<file path="src/rtl/seg_scan_controller_pkg.sv">
// Shared helpers for the seven-segment scan path: counter widths,
// PWM phase limit and anode drive polarity.
package seg_scan_controller_pkg;

  // Ceiling log2; clog2(1) = 0.
  function automatic int clog2(input int v);
    int r;
    r = 0;
    for (int x = 1; x < v; x = x << 1) r++;
    return r;
  endfunction

  // Counter width able to hold 0..n-1, never narrower than one bit.
  function automatic int cnt_w(input int n);
    return (clog2(n) < 1) ? 1 : clog2(n);
  endfunction

  // Last PWM phase index for a given brightness resolution.
  function automatic int pwm_max(input int bits);
    return (1 << bits) - 1;
  endfunction

  // Pin level for a lane: lit lanes are driven low when active-low.
  function automatic logic anode_level(input logic on, input logic active_low);
    return on ^ active_low;
  endfunction

endpackage

</file>
<file path="src/rtl/seg_pwm_prescaler.sv">
// Refresh timebase: tick counts clocks within a PWM phase, phase counts
// phases within one digit slot. Both freeze while enable is low.
module seg_pwm_prescaler
  import seg_scan_controller_pkg::*;
#(
  parameter int PHASE_LEN = 1563,
  parameter int PWM_BITS  = 3
) (
  input  logic                clk,
  input  logic                reset,
  input  logic                enable,
  output logic [PWM_BITS-1:0] phase,
  output logic                phase_end,
  output logic                slot_end
);

  localparam int                  TICK_W    = cnt_w(PHASE_LEN);
  localparam logic [TICK_W-1:0]   TICK_MAX  = TICK_W'(PHASE_LEN - 1);
  localparam logic [PWM_BITS-1:0] PHASE_MAX = PWM_BITS'(pwm_max(PWM_BITS));

  logic [TICK_W-1:0] tick;

  // Flags describe the current count, i.e. the next enabled edge ends it.
  assign phase_end = (tick == TICK_MAX);
  assign slot_end  = phase_end && (phase == PHASE_MAX);

  // Tick/phase counters, explicitly wrapped so neither overflows its width.
  always_ff @(posedge clk or posedge reset) begin
    if (reset) begin
      tick  <= '0;
      phase <= '0;
    end else if (enable) begin
      if (phase_end) begin
        tick  <= '0;
        phase <= (phase == PHASE_MAX) ? '0 : phase + 1'b1;
      end else begin
        tick <= tick + 1'b1;
      end
    end
  end

endmodule

</file>
<file path="src/rtl/seg_scan_controller.sv">
// N-digit anode scanner: walks digit_sel across the lanes one slot at a
// time, PWM-dims the owning lane and pulses frame_tick after each full scan.
module seg_scan_controller
  import seg_scan_controller_pkg::*;
#(
  parameter int NUM_DIGITS       = 7,
  parameter int PHASE_LEN        = 1563,
  parameter int PWM_BITS         = 3,
  parameter bit ANODE_ACTIVE_LOW = 1'b1,
  localparam int SEL_W           = cnt_w(NUM_DIGITS)
) (
  input  logic                  clk,
  input  logic                  reset,
  input  logic                  enable,
  input  logic [NUM_DIGITS-1:0] digit_mask,
  input  logic [PWM_BITS-1:0]   brightness,
  output logic [SEL_W-1:0]      digit_sel,
  output logic [NUM_DIGITS-1:0] anode,
  output logic                  frame_tick
);

  localparam logic [SEL_W-1:0] SEL_LAST = SEL_W'(NUM_DIGITS - 1);
  localparam logic             OFF_LVL  = anode_level(1'b0, ANODE_ACTIVE_LOW);

  logic [PWM_BITS-1:0]   phase;
  logic                  phase_end;
  logic                  slot_end;
  logic                  slot_adv;
  logic                  sel_last;
  logic                  lit;
  logic [PWM_BITS-1:0]   lat_bright;
  logic [NUM_DIGITS-1:0] lat_mask;
  logic [NUM_DIGITS-1:0] drive;

  seg_pwm_prescaler #(
    .PHASE_LEN (PHASE_LEN),
    .PWM_BITS  (PWM_BITS)
  ) u_prescaler (
    .clk       (clk),
    .reset     (reset),
    .enable    (enable),
    .phase     (phase),
    .phase_end (phase_end),
    .slot_end  (slot_end)
  );

  // A slot only ever ends on a phase boundary; advance on enabled edges.
  assign slot_adv = enable && phase_end && slot_end;
  assign sel_last = (digit_sel == SEL_LAST);

  // Lane decode from the current counters and the slot-start latches.
  always_comb begin
    drive = {NUM_DIGITS{OFF_LVL}};
    lit   = enable && !lat_mask[digit_sel] && (phase <= lat_bright);
    for (int i = 0; i < NUM_DIGITS; i++)
      drive[i] = anode_level(lit && (digit_sel == SEL_W'(i)), ANODE_ACTIVE_LOW);
  end

  // Digit pointer, slot-start latches and registered outputs.
  always_ff @(posedge clk or posedge reset) begin
    if (reset) begin
      digit_sel  <= '0;
      lat_bright <= '1;
      lat_mask   <= '0;
      anode      <= {NUM_DIGITS{OFF_LVL}};
      frame_tick <= 1'b0;
    end else begin
      anode      <= drive;
      frame_tick <= slot_adv && sel_last;
      if (slot_adv) begin
        digit_sel  <= sel_last ? '0 : digit_sel + 1'b1;
        lat_bright <= brightness;
        lat_mask   <= digit_mask;
      end
    end
  end

endmodule

</file>
<file path="config.mk">
export PLATFORM = sky130hd
export DESIGN_NAME = seg_scan_controller
export DESIGN_NICKNAME = d
export VERILOG_FILES = /design/src/rtl/seg_scan_controller_pkg.sv /design/src/rtl/seg_pwm_prescaler.sv /design/src/rtl/seg_scan_controller.sv
export SDC_FILE = /design/constraint.sdc
export NUM_CORES = 1
export LEC_CHECK = 0
export BUFFER_PORTS_ARGS = -buffer_cell sky130_fd_sc_hd__buf_2
export CORE_MARGIN = 10
export CORE_UTILIZATION = 45
export DETAILED_ROUTE_END_ITERATION = 10
export PLACE_DENSITY = 0.63
export SETUP_SLACK_MARGIN = 0.4
export SYNTH_ARGS = -nofsm -noshare
export SYNTH_HDL_FRONTEND = slang
export SYNTH_HIERARCHICAL = 1
export SYNTH_SLANG_ARGS = --single-unit
</file>
<file path="constraint.sdc">
create_clock -name clk -period 4.3 [get_ports clk]
set_input_delay 0.215 -clock clk [delete_from_list [all_inputs] [get_ports clk]]
set_output_delay 0.215 -clock clk [all_outputs]
set_load 0.005 [all_outputs]
</file>
### Word-level counts from Yosys, hierarchy flattened

Cells that the tools add are included.

* $add $sub $neg: 3
* $mul: 0
* divide/modulo/power cells: 0
* $lt $le $gt $ge: 2
* equality and inequality tests: 8
* shifts and indexed selects: 0
* multiplexer cells: 5
* bitwise logic cells: 7
* reductions and logical operators: 16

Operators by type and width (number)
* logical AND 1 bit: 13
* == test 3 bit (second input constant): 4
* adder 11 x 1 -> 11 bit (second input constant): 1
* == test 11 bit (second input constant): 1
* two-way mux 11 bit: 1
* NOT 1 bit: 7
* adder 3 x 1 -> 3 bit (second input constant): 2
* == test 3 x 2 -> 1 bit (second input constant): 2
* two-way mux 3 bit: 2
* < comparator 3 x 4 -> 1 bit (second input constant): 1
* binary-select mux 1 bit (select 3 bit): 1
* == test 3 x 1 -> 1 bit (second input constant): 1
* less-or-equal comparator 3 bit: 1
* zero test 3 bit: 1
* AND reduction 2 bit: 1
* zero test 1 bit: 1
* two-way mux 1 bit: 1

* register bits after elaboration: 35
* bits in latches: 0
* memory bits (writable): 0
* ROM bits: 0
* input port bits: 13
* output and inout bits: 11
* word-level logic and storage cells: 48
* memories: 0

### Depth between registers and ports, before layout

* depth after elaboration: 7
* gate-level depth with buffers: 9
* gate-level depth less buffers: 8

### Cells and area by module

Netlist, hierarchy kept.

By module, submodules not included
* seg_scan_controller: instances 1, cells each 80, area each 997.2 µm², sequential area each 538.0 µm²
* seg_pwm_prescaler: instances 1, cells each 68, area each 742.0 µm², sequential area each 350.3 µm²

### Worst setup path before layout

OpenSTA, ideal clock, no wires.

* path type: register to register
* start point: reg u_prescaler.tick[0]
* end point: reg lat_mask[5]
* library setup time: 0.125 ns
* arrival: 2.264 ns
* data required time: 4.175 ns
* path slack: 1.911 ns
* cell stages (with the launch flop): 9
* buffers on the path: 1
* clock period less this slack: 2.389 ns
* path through: dfrtp_1 -> inv_1 -> ha_1 -> or4bb_1 -> nor3_2 -> and2_1 -> nand3_4 -> buf_6 -> mux2_4

* cells in the longest elaborated chain, start to end: 3
* elaborated cells on any way between the ends: 4
* those cells by class: 1 x eq/ne; 3 x reduce/logical

Ends and longest elaborated chain
* start, declared: RTL line seg_pwm_prescaler.sv:21 `logic [TICK_W-1:0] tick;`
* start signal, assigned: RTL line seg_pwm_prescaler.sv:37 `tick <= tick + 1'b1;`
* == test 11 bit: RTL line seg_pwm_prescaler.sv:24 `assign phase_end = (tick == TICK_MAX);`
* via phase_end: RTL line seg_scan_controller.sv:26 `logic phase_end;`
* logical AND 1 bit: RTL line seg_pwm_prescaler.sv:25 `assign slot_end = phase_end && (phase == PHASE_MAX);`
* via slot_end: RTL line seg_scan_controller.sv:27 `logic slot_end;`
* logical AND 1 bit: RTL line seg_scan_controller.sv:48 `assign slot_adv = enable && phase_end && slot_end;`
* end signal, assigned: RTL line seg_scan_controller.sv:73 `lat_mask <= digit_mask;`
* end, declared: RTL line seg_scan_controller.sv:32 `logic [NUM_DIGITS-1:0] lat_mask;`

The timed path passes the listed nets, and every way through them passes these cells.
A chain may end at the register's enable or synchronous reset.

### Worst setup path in the final report

Ends and elaborated chain as after synthesis.

==> results_dict.tcl <==
set metrics [dict create \
    synthTopCellsByCount "dfrtp_1, nand2_1, mux2_2, dfstp_2, inv_1" \
    period_share 0.600 \
    outcome "finished, final reports clean" \
    crit_fanout 17 \
    slew_violations 0 \
    post_drt_wl_per_cell_microns 14.4 \
    cellPowerDensity_nw_per_um2 408 \
    final_cells 225 \
    core_sq_um 3690 \
    viasPerCell 5.36 \
    synthCells 148 \
    hpwl_microns 2420 \
    synth_top_cell_area_share 0.360 \
    dr.first_iter.drc_count 121 \
    r2r-end "lat_mask[5]$_DFFE_PP0N_" \
    ys_seq_area_frac 0.511 \
    yosysMostFrequentCell "dfrtp_1" \
    holdBufCountCts 1 \
    synth-main-ff-cell "dfrtp_1" \
    die_y_microns 82.2 \
    first_global_vias 1232 \
    clock_latency_ns 0.28 \
    firstDrtPassIters 5 \
    port_buffers 23 \
    cts_max_level 2 \
    rr_startpoint "u_prescaler/tick[0]$_DFFE_PP0P_" \
    p_total_uw 831 \
    synth_edf_count 0 \
    tns_ns 0 \
    r2r_slack_ns 1.72 \
    postCtsSetupRepairBufs 0 \
    finClkSkew_ns 0.00612 \
    cts_buffers 5 \
    vias 1207 \
    drive_above_1_share 0.350 \
    async_reset_ff_frac 1.00 \
    timing.final.ws_setup_ns 1.72 \
    rsz0062_at_grt "false" \
    cts.reportedPaths.clkPinSlew_ns 0.07 \
    fmaxAchievable_ghz 0.387 \
    n_fill_cell 327 \
    cts_resized 0 \
    pin_count 24 \
    hold_path_end "lat_bright[1]$_DFFE_PP1N_" \
    p_leak_nw 0.939 \
    place_congestion 0.748 \
    yosys_warnings 6 \
    required_ns 4.47 \
    min_path_cells 2 \
    worst_hold_startpoint "brightness[1]" \
    overflow 0 \
    clkSinkCount 35 \
    cp.arrival_ns 2.75 \
    diodes 0 \
    die_x_microns 82.2 \
    yosysTopAreaCell "dfrtp_1" \
    hold_violations 0 \
    critPathLaunchType "register" \
    cts_tree "done" \
    peakVddDrop_mv 0.296 \
    dieArea_sq_um 6750 \
    period_needed_ns 2.58 \
    syn-num-nets 169 \
    worst_hold_path_type "in2reg" \
    worst_slew_pin_slew_ns 0.734 \
    endpoint_kind "register" \
    r2r_cells 7 \
    crit_type "reg2reg" \
    postLayoutCoreUtil 0.552 \
    ys_types 42 \
    clockBufferDepth 2 \
    layout.nets 197 \
    drc 0 \
    routed_wl_microns 3250 \
    grt.total_usage 0.105 \
    rows 22 \
    slew_headroom 0.510 \
    netlist_area_sq_um 1740 \
    cap_violations 0 \
    synth.avg_cell_area_sq_um 11.8 \
    synth.area.top_cells "dfrtp_1, dfstp_2, mux2_2" \
    cts_root_buf "clkbuf_8" \
    dp_slack_ns 1.74 \
    grt_pass1_wl_microns 5550 \
    postSynthRegisterBits 35 \
    antenna_found_initial 0 \
    initial_utilization 0.472 \
    area_growth_pct 17.1 \
    finalSetupViolCount 0 \
    ant_nets 0 \
    grt_max_degree 22 \
    dp_cells 216 \
]
flip-flops by register name (all words and copies together) (netlist names):
| name | flops |
|---|---|
| frame_tick | 1 |
| lat_mask | 7 |
| anode | 7 |
| u_prescaler/phase | 3 |
| u_prescaler/tick | 11 |
| lat_bright | 3 |
| digit_sel | 3 |
metal layers:
metal / part of all wire / global-route usage / vias to the layer above / wire length, microns
li1: - / - / 585 / -
met1: 0.45 / 0.128 / 591 / 1480
met2: 0.47 / 0.156 / 29 / 1530
met3: 0.069 / 0.0454 / 2 / 223
met4: 0.0068 / 0.0527 / 0 / 22
met5: 0 / 0 / - / 0
through the flow:
| step | instance area (sq um) | hold slack [ns] |
|---|---|---|
| after floorplan | 1740 | 0.104 |
| after global routing | 2040 | 0.154 |
| after detailed placement | 1890 | 0.307 |
| after CTS | 2040 | 0.149 |
| after global placement | 1890 | 0.292 |
| final | 2040 | 0.159 |
power breakdown:
group          internal (mW)  switching [mW]
registers              0.359          0.0397
clock network          0.232           0.114
logic                 0.0344          0.0516
total                  0.625           0.205
layout by cell type (no fill, tap or decap), types with 2 or more instances in the layout:
cell and instances:
dfrtp_1 25, buf_2 23, nand2_1 12, mux2_2 11
inv_1 10, dfstp_2 10, nand3_1 8, ha_1 8
nor2_1 5, o21ai_0 5, nand4_1 5, clkbuf_8 5
nor3_1 4, mux2i_1 4, o31ai_1 4, mux2_4 3
xor2_1 3, and2_1 2, nor2b_1 2, bufinv_16 2
or4_1 2, a21oi_1 2
cell families (layout without fill, tap and decap cells):
family                     count (synthesis)  count (layout)  share of synthesized area
and+or+nand+nor                           52              52                      0.185
DFF                                       35              35                      0.511
AOI/OAI and AO/OA                         18              18                     0.0734
muxes                                     18              18                      0.120
buffers and inverters                     13              42                     0.0331
adders and majority gates                  8               8                     0.0576
xor gates and xnor gates                   4               4                     0.0201
critical path: stages, from the launching register on:
cell	delay (ns)
dfrtp_1	0.41
inv_1	0.11
ha_1	0.14
or4bb_1	0.58
nor3_2	0.38
and2_1	0.24
nand3_4	0.22
mux2_4	0.37
worst max path at each step:
stage                                                from                        to  slack, ns  cells after the start
after global routing      u_prescaler/tick[0]$_DFFE_PP0P_  digit_sel[1]$_DFFE_PP0N_       1.55                      8
after detailed placement  u_prescaler/tick[0]$_DFFE_PP0P_   lat_mask[5]$_DFFE_PP0N_       1.74                      7
after floorplan           u_prescaler/tick[0]$_DFFE_PP0P_   lat_mask[5]$_DFFE_PP0N_       1.91                      8
final                     u_prescaler/tick[0]$_DFFE_PP0P_   lat_mask[5]$_DFFE_PP0N_       1.72                      7
after CTS                 u_prescaler/tick[0]$_DFFE_PP0P_   lat_mask[5]$_DFFE_PP0N_       1.72                      7
after global placement    u_prescaler/tick[0]$_DFFE_PP0P_   lat_mask[5]$_DFFE_PP0N_       1.84                      7
area by class of cell:
| class | count | area (sq um) | share of cell area |
|---|---|---|---|
| inverter | 10 | 37.5 | 0.0184 |
| tap | 48 | 60.1 | 0.0295 |
| clock inverter | 2 | 60.1 | 0.0295 |
| sequential | 35 | 888 | 0.436 |
| clock buffer | 6 | 72.6 | 0.0356 |
| multi-input combinational | 100 | 793 | 0.389 |
| timing repair buffer | 24 | 125 | 0.0614 |
(Power assumes the default switching activity.)
